$ cat src/rtl/pipe_pkg.sv
// Shared pipeline types for the load-use interlock: register-index widths,
// the $0 constant, the pending-load scoreboard entry and the interlock FSM states.
package pipe_pkg;

    localparam int REG_AW_DEF = 5;
    // Scoreboard entries hold indices at this width so one entry type serves any REG_AW up to it.
    localparam int REG_AW_MAX = 8;

    localparam logic [REG_AW_MAX-1:0] REG_ZERO = '0;

    typedef struct packed {
        logic                  valid;
        logic [REG_AW_MAX-1:0] rt;
    } pend_t;

    typedef enum logic {
        ST_RUN   = 1'b0,
        ST_STALL = 1'b1
    } lu_state_t;

endpackage

$ cat src/rtl/reg_match_cmp.sv
// Compares one ID-stage source register against every pending load destination.
// A source of $0 never matches.
module reg_match_cmp
    import pipe_pkg::*;
#(
    parameter int NUM_ENT = 2
) (
    input  logic [REG_AW_MAX-1:0] src,
    input  pend_t [NUM_ENT-1:0]   ents,
    output logic                  hit
);

    always_comb begin
        hit = 1'b0;
        for (int e = 0; e < NUM_ENT; e++) begin
            if (ents[e].valid && (ents[e].rt == src)) begin
                hit = 1'b1;
            end
        end
        if (src == REG_ZERO) begin
            hit = 1'b0;
        end
    end

endmodule

$ cat src/rtl/load_use_interlock_unit.sv
// N-issue load-use interlock with intra-bundle split and stall watchdog.
// Optional STALL_CNT_EN adds a wrapping stall-cycle counter on stall_cnt_o.
module load_use_interlock_unit
    import pipe_pkg::*;
#(
    parameter int ISSUE_W  = 2,
    parameter int REG_AW   = REG_AW_DEF,
    parameter int LOAD_LAT = 1,
    parameter int WDOG_MAX = 8
`ifdef STALL_CNT_EN
    ,
    parameter int CNT_W    = 32
`endif
) (
    input  logic                      clk,
    input  logic                      btnc_i,
    input  logic [ISSUE_W-1:0]        id_valid_i,
    input  logic [ISSUE_W*REG_AW-1:0] id_rs_i,
    input  logic [ISSUE_W*REG_AW-1:0] id_rt_i,
    input  logic [ISSUE_W-1:0]        id_rt_used_i,
    input  logic [ISSUE_W-1:0]        id_wr_i,
    input  logic [ISSUE_W*REG_AW-1:0] id_wd_i,
    input  logic [ISSUE_W-1:0]        ex_load_i,
    input  logic [ISSUE_W*REG_AW-1:0] ex_ld_rt_i,
    output logic                      stall_o,
    output logic                      bubble_o,
    output logic [ISSUE_W-1:0]        issue_mask_o,
    output logic                      err_o
`ifdef STALL_CNT_EN
    ,
    output logic [CNT_W-1:0]          stall_cnt_o
`endif
);

    localparam int NUM_ENT = ISSUE_W * LOAD_LAT;
    localparam int WDOG_W  = $clog2(WDOG_MAX + 1);
    localparam logic [WDOG_W-1:0] WDOG_LIM = WDOG_W'(WDOG_MAX);

    // Entry a*ISSUE_W+k is slot k at age a; age 0 comes straight from ID/EX.
    pend_t [NUM_ENT-1:0] ents;

    genvar gi;
    generate
        for (gi = 0; gi < ISSUE_W; gi++) begin : g_age0
            assign ents[gi] = '{
                valid: ex_load_i[gi] && (ex_ld_rt_i[gi*REG_AW +: REG_AW] != '0),
                rt:    REG_AW_MAX'(ex_ld_rt_i[gi*REG_AW +: REG_AW])
            };
        end

        // EX/MEM never stalls, so older loads age every cycle regardless of stall_o.
        if (LOAD_LAT > 1) begin : g_sb
            pend_t [ISSUE_W*(LOAD_LAT-1)-1:0] sb_reg;

            always_ff @(posedge clk) begin
                if (btnc_i) begin
                    sb_reg <= '0;
                end else begin
                    sb_reg[ISSUE_W-1:0] <= ents[ISSUE_W-1:0];
                    for (int a = 2; a < LOAD_LAT; a++) begin
                        sb_reg[(a-1)*ISSUE_W +: ISSUE_W] <= sb_reg[(a-2)*ISSUE_W +: ISSUE_W];
                    end
                end
            end

            assign ents[NUM_ENT-1:ISSUE_W] = sb_reg;
        end
    endgenerate

    logic [ISSUE_W-1:0] rs_hit;
    logic [ISSUE_W-1:0] rt_hit;
    logic [ISSUE_W-1:0] src_hit;
    logic               lu_hit;

    generate
        for (gi = 0; gi < ISSUE_W; gi++) begin : g_cmp
            reg_match_cmp #(.NUM_ENT(NUM_ENT)) u_rs_cmp (
                .src  (REG_AW_MAX'(id_rs_i[gi*REG_AW +: REG_AW])),
                .ents (ents),
                .hit  (rs_hit[gi])
            );
            reg_match_cmp #(.NUM_ENT(NUM_ENT)) u_rt_cmp (
                .src  (REG_AW_MAX'(id_rt_i[gi*REG_AW +: REG_AW])),
                .ents (ents),
                .hit  (rt_hit[gi])
            );
            assign src_hit[gi] = id_valid_i[gi] & (rs_hit[gi] | (id_rt_used_i[gi] & rt_hit[gi]));
        end
    endgenerate

    assign lu_hit = |src_hit;

    // Split point: lowest slot that reads a nonzero destination written earlier in the bundle.
    int                 split_j;
    logic               dep;
    logic               split;
    logic [ISSUE_W-1:0] split_mask;

    always_comb begin
        split_j    = ISSUE_W;
        dep        = 1'b0;
        split_mask = '0;
        for (int j = ISSUE_W - 1; j >= 1; j--) begin
            dep = 1'b0;
            for (int i = 0; i < j; i++) begin
                if (id_valid_i[i] && id_wr_i[i] && (id_wd_i[i*REG_AW +: REG_AW] != '0) && id_valid_i[j] &&
                    ((id_rs_i[j*REG_AW +: REG_AW] == id_wd_i[i*REG_AW +: REG_AW]) ||
                     (id_rt_used_i[j] && (id_rt_i[j*REG_AW +: REG_AW] == id_wd_i[i*REG_AW +: REG_AW])))) begin
                    dep = 1'b1;
                end
            end
            if (dep) begin
                split_j = j;
            end
        end
        for (int k = 0; k < ISSUE_W; k++) begin
            split_mask[k] = id_valid_i[k] && (k < split_j);
        end
    end

    assign split = (split_j < ISSUE_W);

    always_comb begin
        stall_o      = 1'b0;
        bubble_o     = 1'b0;
        issue_mask_o = '0;
        if (!btnc_i) begin
            if (lu_hit) begin
                stall_o  = 1'b1;
                bubble_o = 1'b1;
            end else if (split) begin
                stall_o      = 1'b1;
                issue_mask_o = split_mask;
            end else begin
                issue_mask_o = id_valid_i;
            end
        end
    end

    lu_state_t         state_reg, state_next;
    logic [WDOG_W-1:0] wdog_reg, wdog_next;
    logic              err_reg, err_next;

    always_ff @(posedge clk) begin
        if (btnc_i) begin
            state_reg <= ST_RUN;
            wdog_reg  <= '0;
            err_reg   <= 1'b0;
        end else begin
            state_reg <= state_next;
            wdog_reg  <= wdog_next;
            err_reg   <= err_next;
        end
    end

    // Only load-use stalls enter STALL; a split never feeds the watchdog.
    always_comb begin
        state_next = state_reg;
        wdog_next  = '0;
        err_next   = err_reg;
        case (state_reg)
            ST_RUN:   if (lu_hit)  state_next = ST_STALL;
            ST_STALL: if (!lu_hit) state_next = ST_RUN;
            default:  state_next = ST_RUN;
        endcase
        if (state_next == ST_STALL) begin
            wdog_next = (wdog_reg == WDOG_LIM) ? wdog_reg : wdog_reg + WDOG_W'(1);
        end
        if (wdog_next == WDOG_LIM) begin
            err_next = 1'b1;
        end
    end

    assign err_o = err_reg;

`ifdef STALL_CNT_EN
    logic [CNT_W-1:0] stall_cnt_reg;

    always_ff @(posedge clk) begin
        if (btnc_i) begin
            stall_cnt_reg <= '0;
        end else if (stall_o) begin
            stall_cnt_reg <= stall_cnt_reg + CNT_W'(1);
        end
    end

    assign stall_cnt_o = stall_cnt_reg;
`endif

endmodule

$ cat config.mk
export PLATFORM = sky130hd
export DESIGN_NAME = load_use_interlock_unit
export DESIGN_NICKNAME = d
export VERILOG_FILES = /design/src/rtl/pipe_pkg.sv /design/src/rtl/reg_match_cmp.sv /design/src/rtl/load_use_interlock_unit.sv
export SDC_FILE = /design/constraint.sdc
export NUM_CORES = 1
export LEC_CHECK = 0
export ABC_AREA = 1
export BUFFER_PORTS_ARGS = -buffer_cell sky130_fd_sc_hd__buf_2
export CAP_MARGIN = 25
export CORE_ASPECT_RATIO = 0.6
export CORE_MARGIN = 8
export CORE_UTILIZATION = 23
export CTS_BUF_LIST = sky130_fd_sc_hd__clkbuf_16
export DETAILED_ROUTE_END_ITERATION = 7
export PLACE_DENSITY = 0.55
export RECOVER_POWER = 25
export SLEW_MARGIN = 20
export SYNTH_ARGS = -nofsm -noshare
export SYNTH_HDL_FRONTEND = slang
export SYNTH_HIERARCHICAL = 1
export SYNTH_SLANG_ARGS = --single-unit
$ cat constraint.sdc
create_clock -name clk -period 1.55 [get_ports clk]
set_input_delay 0.0775 -clock clk [delete_from_list [all_inputs] [get_ports clk]]
set_output_delay 0.0775 -clock clk [all_outputs]
set_load 0.005 [all_outputs]
## Yosys cells after proc, flatten, opt, wreduce, memory -nomap -nowiden

Index checks and enable logic that the tools add are counted.

| cells by class | value |
|---|---|
| add/sub/neg operators | 1 |
| equality and inequality tests | 12 |
| bitwise logic cells | 6 |
| magnitude comparators | 3 |
| reductions and logical operators | 26 |
| muxes and demuxes | 24 |

Operators by type and width:

| operator | number |
|---|---|
| $eq 5x5->1 | 10 |
| $logic_not 8->1 | 4 |
| $lt 1x32->1 const A | 1 |
| $lt 2x32->1 const A | 1 |
| $lt 32x3->1 const B | 1 |
| $mux 1 | 18 |
| $logic_and 1x1->1 | 17 |
| $reduce_bool 5->1 | 3 |
| $eq 4x4->1 const B | 2 |
| $mux 2 | 4 |
| $mux 4 | 2 |
| $add 4x1->4 const B | 1 |
| $and 1x1->1 | 4 |
| $or 1x1->1 | 2 |
| $reduce_or 2->1 | 1 |
| $logic_or 1x1->1 | 1 |

| word-level totals | value |
|---|---|
| output and inout bits | 5 |
| register bits | 5 |
| word-level logic and storage cells | 74 |

## Depth between registers and ports, before layout

Gate-level depths: netlist of run 1.

| depth | value |
|---|---|
| word-level depth | 13 |
| depth in mapped cells | 17 |

## Hierarchy

The synthesis of run 1 kept the hierarchy.

By module, submodules not included:

| module | seq. area each (um^2) | instances | area each (um^2) | cells each |
|---|---|---|---|---|
| reg_match_cmp | 0.0 | 4 | 346.6 | 79 |
| load_use_interlock_unit | 100.1 | 1 | 556.8 | 104 |

## Worst setup path before layout of run 1

OpenSTA, ideal clock, no wires.

| path | value |
|---|---|
| path type | input port to flip-flop |
| start | in ex_ld_rt_i[1] |
| end | reg wdog_reg[0] |
| path slack | 0.034 ns |
| stages on the path | 17 |
| buffers on the path | 0 |
| arrival | 1.397 ns |
| data required time | 1.431 ns |
| setup time | 0.119 ns |
| path through | or2_1 o41ai_1 inv_1 inv_1 a21oi_1 nand2_1 nor2_1 nand3_1 a21oi_2 nand2_1 inv_1 o21ai_1 nand2_1 inv_2 nor2_4 inv_2 nor2_1 |

RTL lines:

| what | RTL line | text |
|---|---|---|
| from (decl) | load_use_interlock_unit.sv:24 | `input logic [ISSUE_W*REG_AW-1:0] ex_ld_rt_i,` |
| to (signal assigned) | load_use_interlock_unit.sv:151 | `wdog_reg <= wdog_next;` |
| to (decl) | load_use_interlock_unit.sv:141 | `logic [WDOG_W-1:0] wdog_reg, wdog_next;` |

==> results.json, run 1 <==
{
  "synthTopCellsByArea": "nand2_1, inv_1, nor2_1, inv_2, dfxtp_1",
  "syn_to_final_growth_pct": 44.5,
  "synth-seq-cells": 5,
  "die_y_microns": 87.2,
  "path_max_fanout": 4,
  "hold_depth": 4,
  "skew_ps": 1.67,
  "cts-root-buf": "clkbuf_16",
  "fmax_mhz": 545,
  "critPathLaunchType": "primary input",
  "ant_nets": 0,
  "io_pins": 55,
  "num-nets-final": 609,
  "vias": 2412,
  "drt_iter0_markers": 67,
  "clock-sinks": 5,
  "syn_area_per_cell_sq_um": 4.63,
  "grt_max_degree": 9,
  "power-per-cell-area_mw_per_mm2": 378,
  "crit_buf_inv": 7,
  "synth.top_cell.area_share_pct": 32.6,
  "antenna_cells": 0,
  "finalWorstSetupSlack_ps": -284,
  "worstHoldStart": "btnc_i",
  "cp-end-kind": "primary output",
  "track_usage_pct": 10.6,
  "report.final.hold_viol_count": 0,
  "initial_utilization_pct": 23.2,
  "final_common_cell": "nand2_1",
  "yosysUniqueCellTypes": 23,
  "drc": 0,
  "portBuffers": 48,
  "ys_warn_count": 6,
  "first_pass_iters": 4,
  "grt_pass1_wl_microns": 10200,
  "cts.reportedPaths.clkPinSlew_ps": 30,
  "r2r_cells": 6,
  "p_leak_uw": 0.00175,
  "m1WireLength_microns": 3190,
  "cp_cell_sequence": "buf_6, or2_1, o41ai_2, inv_1, inv_1, a21oi_1, nand2_1, nor2_1, nand3_1, a21oi_2, nand2_1, inv_1, o21ai_1, nand2_1, inv_2, buf_4, nor2_4, buf_2",
  "highest_layer": "met4",
  "outcome": "finished with violations",
  "required_ps": 1470,
  "cts_max_level": 1,
  "drt_wl_total_microns": 6190,
  "crit_start": "ex_ld_rt_i[1]",
  "r2r-start": "wdog_reg[0]$_SDFF_PP0_",
  "drive_gt1_share_pct": 23.0,
  "routed-wl-met2_microns": 2760,
  "worstSkewPairLatency_ps": 230,
  "die_w_microns": 135,
  "hp-class": "in2reg",
  "netlist_area_sq_mm": 0.00194,
  "nFillCells": 940,
  "grt_overflow": 0,
  "cpMaxStageDelayCell": "or2_1",
  "synth_area_leader_cell": "nand2_1",
  "post_drt_wl_per_cell_microns": 9.26,
  "min_period_over_period_pct": 118,
  "synthCells": 420,
  "dr_wl_met3_microns": 209,
  "dp_hpwl_microns": 5350,
  "grt_pass1_vias": 2142,
  "place_area_sq_mm": 0.00267,
  "vdd_ir_drop_max_v": 0.000231,
  "rsz0062_at_grt": "true",
  "violations": "negative setup slack",
  "cts_made_buffers": 3,
  "dieArea_sq_mm": 0.0117,
  "fin_area_sq_mm": 0.00281,
  "slowest_delay_ps": 230,
  "largest_reg_flops": 4,
  "fin_crit_ps": 1830,
  "gp_congestion": 0.805,
  "cp_top_family": "buffers and inverters",
  "cts_tree": "built",
  "worstHoldEndpoint": "err_o$_SDFFE_PP0N_",
  "ys_seq_area_share_pct": 5.15,
  "clk_path_buf_depth": 2,
  "maxCapViolCount": 0,
  "drv_slew": 0,
  "arrival_ps": 1760,
  "antenna_found_initial": 0,
  "power_uw": 1060,
  "via_per_inst": 3.61,
  "rows": 26,
  "r2r_end": "err_o$_SDFFE_PP0N_",
  "path_class": "in2out",
  "mostFrequentLayoutCells": "nand2_1, inv_1, conb_1, buf_2, nor2_1",
  "coreArea_sq_mm": 0.00836,
  "pre_cts_slack_ps": -368,
  "ff2ff_setup_slack_ps": 300,
  "setup_violations": 9
}
[stage by stage]
| step | hold WS [ps] | util [%] | cells | TNS [ps] |
|---|---|---|---|---|
| after detailed placement | 426 | 31.9 | 661 | -2780 |
| final | 201 | 33.6 | 668 | -1870 |
| after floorplan | 173 | - | 491 | 0 |
| after CTS | 195 | 33.4 | 667 | -1550 |
| after global placement | 418 | 31.9 | 661 | -2410 |
| after global routing | 216 | 33.6 | 668 | -3310 |
[kinds of logic (layout without fill, tap and decap cells)]
group	after synthesis	after routing	synth area share, %
buffers and inverters	116	181	22.4
AO/OA/AOI/OAI	21	21	6.76
other	1	72	0.193
adder cells (fa/ha/maj)	2	2	1.29
flip-flops	5	5	5.15
XOR/XNOR	11	11	4.96
AND/OR/NAND/NOR	264	264	59.2
[layout make-up]
| type | count | area (sq um) | area share (%) |
|---|---|---|---|
| clock buffers | 3 | 75.1 | 2.67 |
| repair buffers | 61 | 347 | 12.3 |
| multi-input cells | 370 | 1700 | 60.7 |
| flip-flops and latches | 5 | 100 | 3.57 |
| inverters | 116 | 438 | 15.6 |
| well taps | 112 | 140 | 4.99 |
| clock inverters | 1 | 3.75 | 0.134 |
[worst max path at each step]
stage / to / slack, ps / cells past startpoint
floorplan: wdog_reg[0]$_SDFF_PP0_ / 30 / 17
global placement: issue_mask_o[1] / -320 / 18
detailed placement: issue_mask_o[1] / -370 / 18
CTS: issue_mask_o[1] / -310 / 18
global route: issue_mask_o[1] / -450 / 18
finish: bubble_o / -280 / 18
[timing repair]
item | 4_1_cts | 5_1_grt
buffers inserted | 2 | 1
hold buffers | 0 | 0
pin swaps | 2 | 1
setup endpoints to repair | 9 | 9
gates resized for setup | 7 | 3
[tightest hold or removal path, stage by stage]
cell and delay (ps):
buf_2 130, inv_1 70, nand2_1 60, nand2_1 40
[cells in the mapped netlist]
| cell type | number |
|---|---|
| xor2_1 | 10 |
| nand3_2 | 8 |
| inv_2 | 30 |
| inv_1 | 86 |
| xnor2_1 | 1 |
| ha_1 | 2 |
| nand4_1 | 10 |
| a21oi_2 | 5 |
| dfxtp_1 | 5 |
| conb_1 | 1 |
| nand2_2 | 1 |
| nor2_4 | 1 |
| nand2_1 | 169 |
| nor2_2 | 9 |
| nor2_1 | 45 |
| o21ai_0 | 8 |
| o41ai_1 | 2 |
| nor3_2 | 4 |
| a21oi_1 | 4 |
| nand3_1 | 13 |
| or2_1 | 3 |
| o21ai_1 | 2 |
| nand3b_1 | 1 |
[power breakdown]
part           switching (uW)  internal (uW)
sequential              0.164            130
combinational             318            194
clock                    86.0            334
[per-layer routing]
layer / vias up / GRT usage, %
met5: - / 0
li1: 1425 / -
met2: 31 / 17.7
met4: 0 / 1.22
met1: 954 / 14.6
met3: 2 / 1.44
Power figures use the tool's default switching activity.
==> run 2: changes to the inputs <==
--- a/config.mk
+++ b/config.mk
@@ -8,12 +8,14 @@
 export ABC_AREA = 1
 export BUFFER_PORTS_ARGS = -buffer_cell sky130_fd_sc_hd__buf_2
 export CAP_MARGIN = 25
+export CELL_PAD_IN_SITES_DETAIL_PLACEMENT = 1
+export CELL_PAD_IN_SITES_GLOBAL_PLACEMENT = 2
 export CORE_ASPECT_RATIO = 0.6
 export CORE_MARGIN = 8
-export CORE_UTILIZATION = 23
+export CORE_UTILIZATION = 22
 export CTS_BUF_LIST = sky130_fd_sc_hd__clkbuf_16
 export DETAILED_ROUTE_END_ITERATION = 7
-export PLACE_DENSITY = 0.55
+export PLACE_DENSITY = 0.91
 export RECOVER_POWER = 25
 export SLEW_MARGIN = 20
 export SYNTH_ARGS = -nofsm -noshare
==> results.json, run 2 (same netlist as run 1, synthesis figures left out) <==
{
  "antenna_found_initial": 0,
  "drv_slew": 0,
  "cts-root-buf": "clkbuf_16",
  "violations": "negative setup slack",
  "place_area_sq_mm": 0.00267,
  "cts_tree": "built",
  "ant_nets": 0,
  "post_drt_wl_per_cell_microns": 11.5,
  "path_class": "in2out",
  "rows": 26,
  "cts.reportedPaths.clkPinSlew_ps": 30,
  "drt_wl_total_microns": 7670,
  "via_per_inst": 3.82,
  "die_w_microns": 137,
  "num-nets-final": 610,
  "final_common_cell": "nand2_1",
  "hp-class": "in2reg",
  "initial_utilization_pct": 22.7,
  "hold_ws_ps": 252,
  "cpMaxStageDelayCell": "or2_1",
  "coreArea_sq_mm": 0.00856,
  "min_period_over_period_pct": 118,
  "power-per-cell-area_mw_per_mm2": 379,
  "syn_to_final_growth_pct": 47.1,
  "crit_buf_inv": 7,
  "dp.cells": 661,
  "skew_ps": 0.313,
  "fin_cells": 669,
  "drc": 0,
  "clock-sinks": 5,
  "clk_path_buf_depth": 2,
  "arrival_ps": 1760,
  "maxCapViolCount": 0,
  "grt_overflow": 0,
  "gp_congestion": 0.845,
  "cp_top_family": "buffers and inverters",
  "cts_max_level": 1,
  "die_y_microns": 88.8,
  "required_ps": 1470,
  "grt_pass1_wl_microns": 12600,
  "cts_made_buffers": 3,
  "grt_max_degree": 9,
  "antenna_cells": 0,
  "critPathLaunchType": "primary input",
  "fin_crit_ps": 1840,
  "mostFrequentLayoutCells": "nand2_1, inv_1, conb_1, buf_2, nor2_1",
  "portBuffers": 48,
  "drt_iter0_markers": 76,
  "worstSkewPairLatency_ps": 220,
  "dp_hpwl_microns": 6710,
  "setup_violations": 9,
  "finalWorstSetupSlack_ps": -286,
  "vias": 2553,
  "io_pins": 55,
  "rsz0062_at_grt": "true",
  "outcome": "finished with violations",
  "pre_cts_slack_ps": -437,
  "report.final.hold_viol_count": 0,
  "track_usage_pct": 12.8,
  "largest_reg_flops": 4,
  "slowest_delay_ps": 220,
  "cp-end-kind": "primary output",
  "drive_gt1_share_pct": 24.6,
  "fin_area_sq_mm": 0.00286,
  "hold_buffers": 0,
  "path_max_fanout": 3,
  "grt_pass1_vias": 2653,
  "first_pass_iters": 4,
  "p_leak_uw": 0.00176,
  "dieArea_sq_mm": 0.0122,
  "cp_cell_sequence": "buf_6, or2_1, o41ai_2, inv_1, buf_4, inv_1, a21oi_1, nand2_1, nor2_1, nand3_1, a21oi_2, o21ai_1, nand2_2, inv_2, buf_4, a21oi_2, buf_2",
  "fmax_mhz": 545,
  "vdd_ir_drop_max_v": 0.000440
}
-- run 2: cell types whose count changed in the layout (fill, tap and decap cells not counted), sizes merged --
cell and change:
buf +1
-- run 2: layout make-up --
cell class | instances | area, sq um
Clock buffer | 3 | 75.1
Fill cell | 1279 | 5700
Clock inverter | 1 | 3.75
Inverter | 116 | 443
Timing Repair Buffer | 62 | 374
Tap cell | 112 | 140
Sequential cell | 5 | 100
Multi-Input combinational cell | 370 | 1720
-- run 2: power by group --
part / internal [uW] / switching [uW]
logic: 200 / 341
clock network: 334 / 80.0
registers: 130 / 0.168
-- run 2: metal layers --
layer  GRT usage [%]  vias to the layer above  part of all wire, %
li1                -                     1419                    -
met1            16.8                     1109                   51
met2            22.4                       21                   46
met3            2.04                        4                  2.3
met4            1.27                        0                 0.53
met5               0                        -                    0
-- run 2: worst paths after layout --
kind                                             start                  to  slack [ps]  depth (start not counted)
worst min-delay path                            btnc_i  err_o$_SDFFE_PP0N_         250                          4
worst min register to register      err_o$_SDFFE_PP0N_  err_o$_SDFFE_PP0N_         470                          2
worst max register to register  wdog_reg[0]$_SDFF_PP0_  err_o$_SDFFE_PP0N_         250                          7
worst max-delay path                     ex_ld_rt_i[1]             stall_o        -290                         17
-- run 2: what timing repair did --
item	in CTS	in global routing
buffers inserted	4	0
pin swaps	4	2
resized for setup	17	9
cloned	0	0
endpoints found under the setup margin	9	9
-- run 2: worst reg2reg max path, delay by kind of cell (launching register included) --
kind,cells,cell delay [ps]
simple gates,6,720
flops,1,320
fa+ha+maj,1,210
-- run 2: through the flow --
stage,setup TNS (ps),util [%],total power [uW]
final,-1900,33.4,1080
after CTS,-1990,33.1,1070
after global placement,-2980,31.1,628
after detailed placement,-3150,31.1,639
after global routing,-3350,33.4,1180
after floorplan,0,-,435
==> run 3: changes to the inputs <==
--- a/config.mk
+++ b/config.mk
@@ -15,6 +15,7 @@
 export CORE_UTILIZATION = 22
 export CTS_BUF_LIST = sky130_fd_sc_hd__clkbuf_16
 export DETAILED_ROUTE_END_ITERATION = 7
+export GPL_TIMING_DRIVEN = 0
 export PLACE_DENSITY = 0.91
 export RECOVER_POWER = 25
 export SLEW_MARGIN = 20
==> results.json, run 3 (same netlist as run 1, synthesis figures left out) <==
{
  "finalWorstSetupSlack_ps": -357,
  "cp_cell_sequence": "buf_12, or2_4, o41ai_4, inv_2, buf_6, inv_2, nor2_1, nand2_1, nor2_2, nand3_2, a21oi_2, o21ai_2, nand2_2, inv_4, nand2_2, nor2_1, buf_2",
  "io_pins": 55,
  "post_drt_wl_per_cell_microns": 11.0,
  "seqCellArea_sq_um": 100,
  "fin_cells": 665,
  "clock-sinks": 5,
  "clk_path_buf_depth": 2,
  "antenna_cells": 0,
  "intPower_uw": 678,
  "cts_made_buffers": 3,
  "grt_pass1_vias": 2572,
  "die_w_microns": 137,
  "min_period_over_period_pct": 123,
  "via_per_inst": 3.92,
  "slowest_delay_ps": 250,
  "power.switching_uw": 424,
  "outcome": "finished with violations",
  "dieArea_sq_mm": 0.0122,
  "p_leak_uw": 0.00177,
  "cp-end-kind": "primary output",
  "fmax_mhz": 524,
  "ant_nets": 0,
  "drive_gt1_share_pct": 25.5,
  "critPathLaunchType": "primary input",
  "first_pass_iters": 4,
  "skew_ps": 1.23,
  "antenna_found_initial": 0,
  "grt_pass1_wl_microns": 12000,
  "dp.cells": 651,
  "path_max_fanout": 4,
  "rows": 26,
  "grt_max_degree": 10,
  "drt_wl_total_microns": 7280,
  "combPwrFrac_pct": 50.2,
  "fin_area_sq_mm": 0.00292,
  "syn_to_final_growth_pct": 50.1,
  "largest_reg_flops": 4,
  "power_uw": 1100,
  "maxCapViolCount": 0,
  "hp-class": "in2reg",
  "setup_violations": 9,
  "dp_hpwl_microns": 6070,
  "report.final.hold_viol_count": 0,
  "cts-root-buf": "clkbuf_16",
  "drv_slew": 0,
  "rsz0062_at_grt": "true",
  "vdd_ir_drop_max_v": 0.000421,
  "num-nets-final": 606,
  "nFillCells": 1242,
  "hold_ws_ps": 233,
  "gp_congestion": 0.874,
  "mostFrequentLayoutCells": "nand2_1, inv_1, conb_1, nor2_1, buf_2",
  "violations": "negative setup slack",
  "pwr-share-seq_pct": 11.8,
  "initial_utilization_pct": 22.7,
  "final_common_cell": "nand2_1",
  "place_area_sq_mm": 0.00259,
  "drc": 0,
  "coreArea_sq_mm": 0.00856,
  "multi_input_area_sq_mm": 0.00174,
  "track_usage_pct": 12.3,
  "fin_crit_ps": 1910,
  "arrival_ps": 1830,
  "cpMaxStageDelayCell": "or2_4",
  "portBuffers": 48,
  "hold_buffers": 0,
  "vias": 2610,
  "worstSkewPairLatency_ps": 230,
  "p_sw_share_pct": 38.5,
  "pre_cts_slack_ps": -601,
  "die_y_microns": 88.8,
  "power-per-cell-area_mw_per_mm2": 378,
  "drt_iter0_markers": 87,
  "cts_tree": "built",
  "cts.reportedPaths.clkPinSlew_ps": 30,
  "path_class": "in2out",
  "grt_overflow": 0,
  "required_ps": 1470,
  "cts_max_level": 1,
  "p_clk_share_pct": 38.0
}
[run 3: cell count changes in the layout (fill, tap and decap cells not counted), sizes merged]
| cell | before | now |
|---|---|---|
| clkbuf | 4 | 8 |
| buf | 61 | 53 |
[run 3: layout make-up]
cell class	instances	share of cell area, %
multi-input combinational	370	59.7
inverter	116	15.2
timing repair buffer	58	14.2
tap	112	4.80
sequential	5	3.43
clock buffer	3	2.57
clock inverter	1	0.129
[run 3: worst max-delay path, delay by kind of cell]
| family | cells | cell delay (ps) |
|---|---|---|
| and+or+nand+nor | 8 | 690 |
| buffers and inverters | 6 | 620 |
| AOI/OAI and AO/OA | 3 | 450 |
[run 3: worst paths after layout]
check | cells after the start | slack, ps | startpoint | to
worst min-delay path | 4 | 230 | btnc_i | err_o$_SDFFE_PP0N_
worst min register to register | 2 | 460 | err_o$_SDFFE_PP0N_ | err_o$_SDFFE_PP0N_
worst max-delay path | 17 | -360 | ex_ld_rt_i[6] | issue_mask_o[1]
worst max register to register | 7 | 280 | wdog_reg[0]$_SDFF_PP0_ | err_o$_SDFFE_PP0N_
[run 3: per-stage QoR]
step	utilization, %	TNS (ps)
detailed placement	30.3	-4860
global route	34.1	-3590
finish	34.1	-2620
CTS	32.8	-3340
floorplan	-	0
global placement	30.3	-4300
[run 3: power by group through the flow]
stage / clock, uW / combinational [uW] / sequential, uW
2_1_floorplan: 0 / 303 / 132
3_3_place_gp: 0 / 470 / 132
3_5_place_dp: 0 / 482 / 132
4_1_cts: 429 / 513 / 130
5_1_grt: 440 / 636 / 130
6_report: 419 / 553 / 130
[run 3: per-layer routing]
metal	share of wire, %	vias to the layer above	global-route usage, %
met5	0	-	0
li1	-	1416	-
met1	50	1162	15.9
met4	1.4	0	2.55
met3	1.4	10	1.64
met2	47	22	21.3
[run 3: what timing repair did]
item,4_1_cts,5_1_grt
endpoints found under the setup margin,9,9
pin swaps,14,13
buffers inserted,8,2
resized for setup,19,34
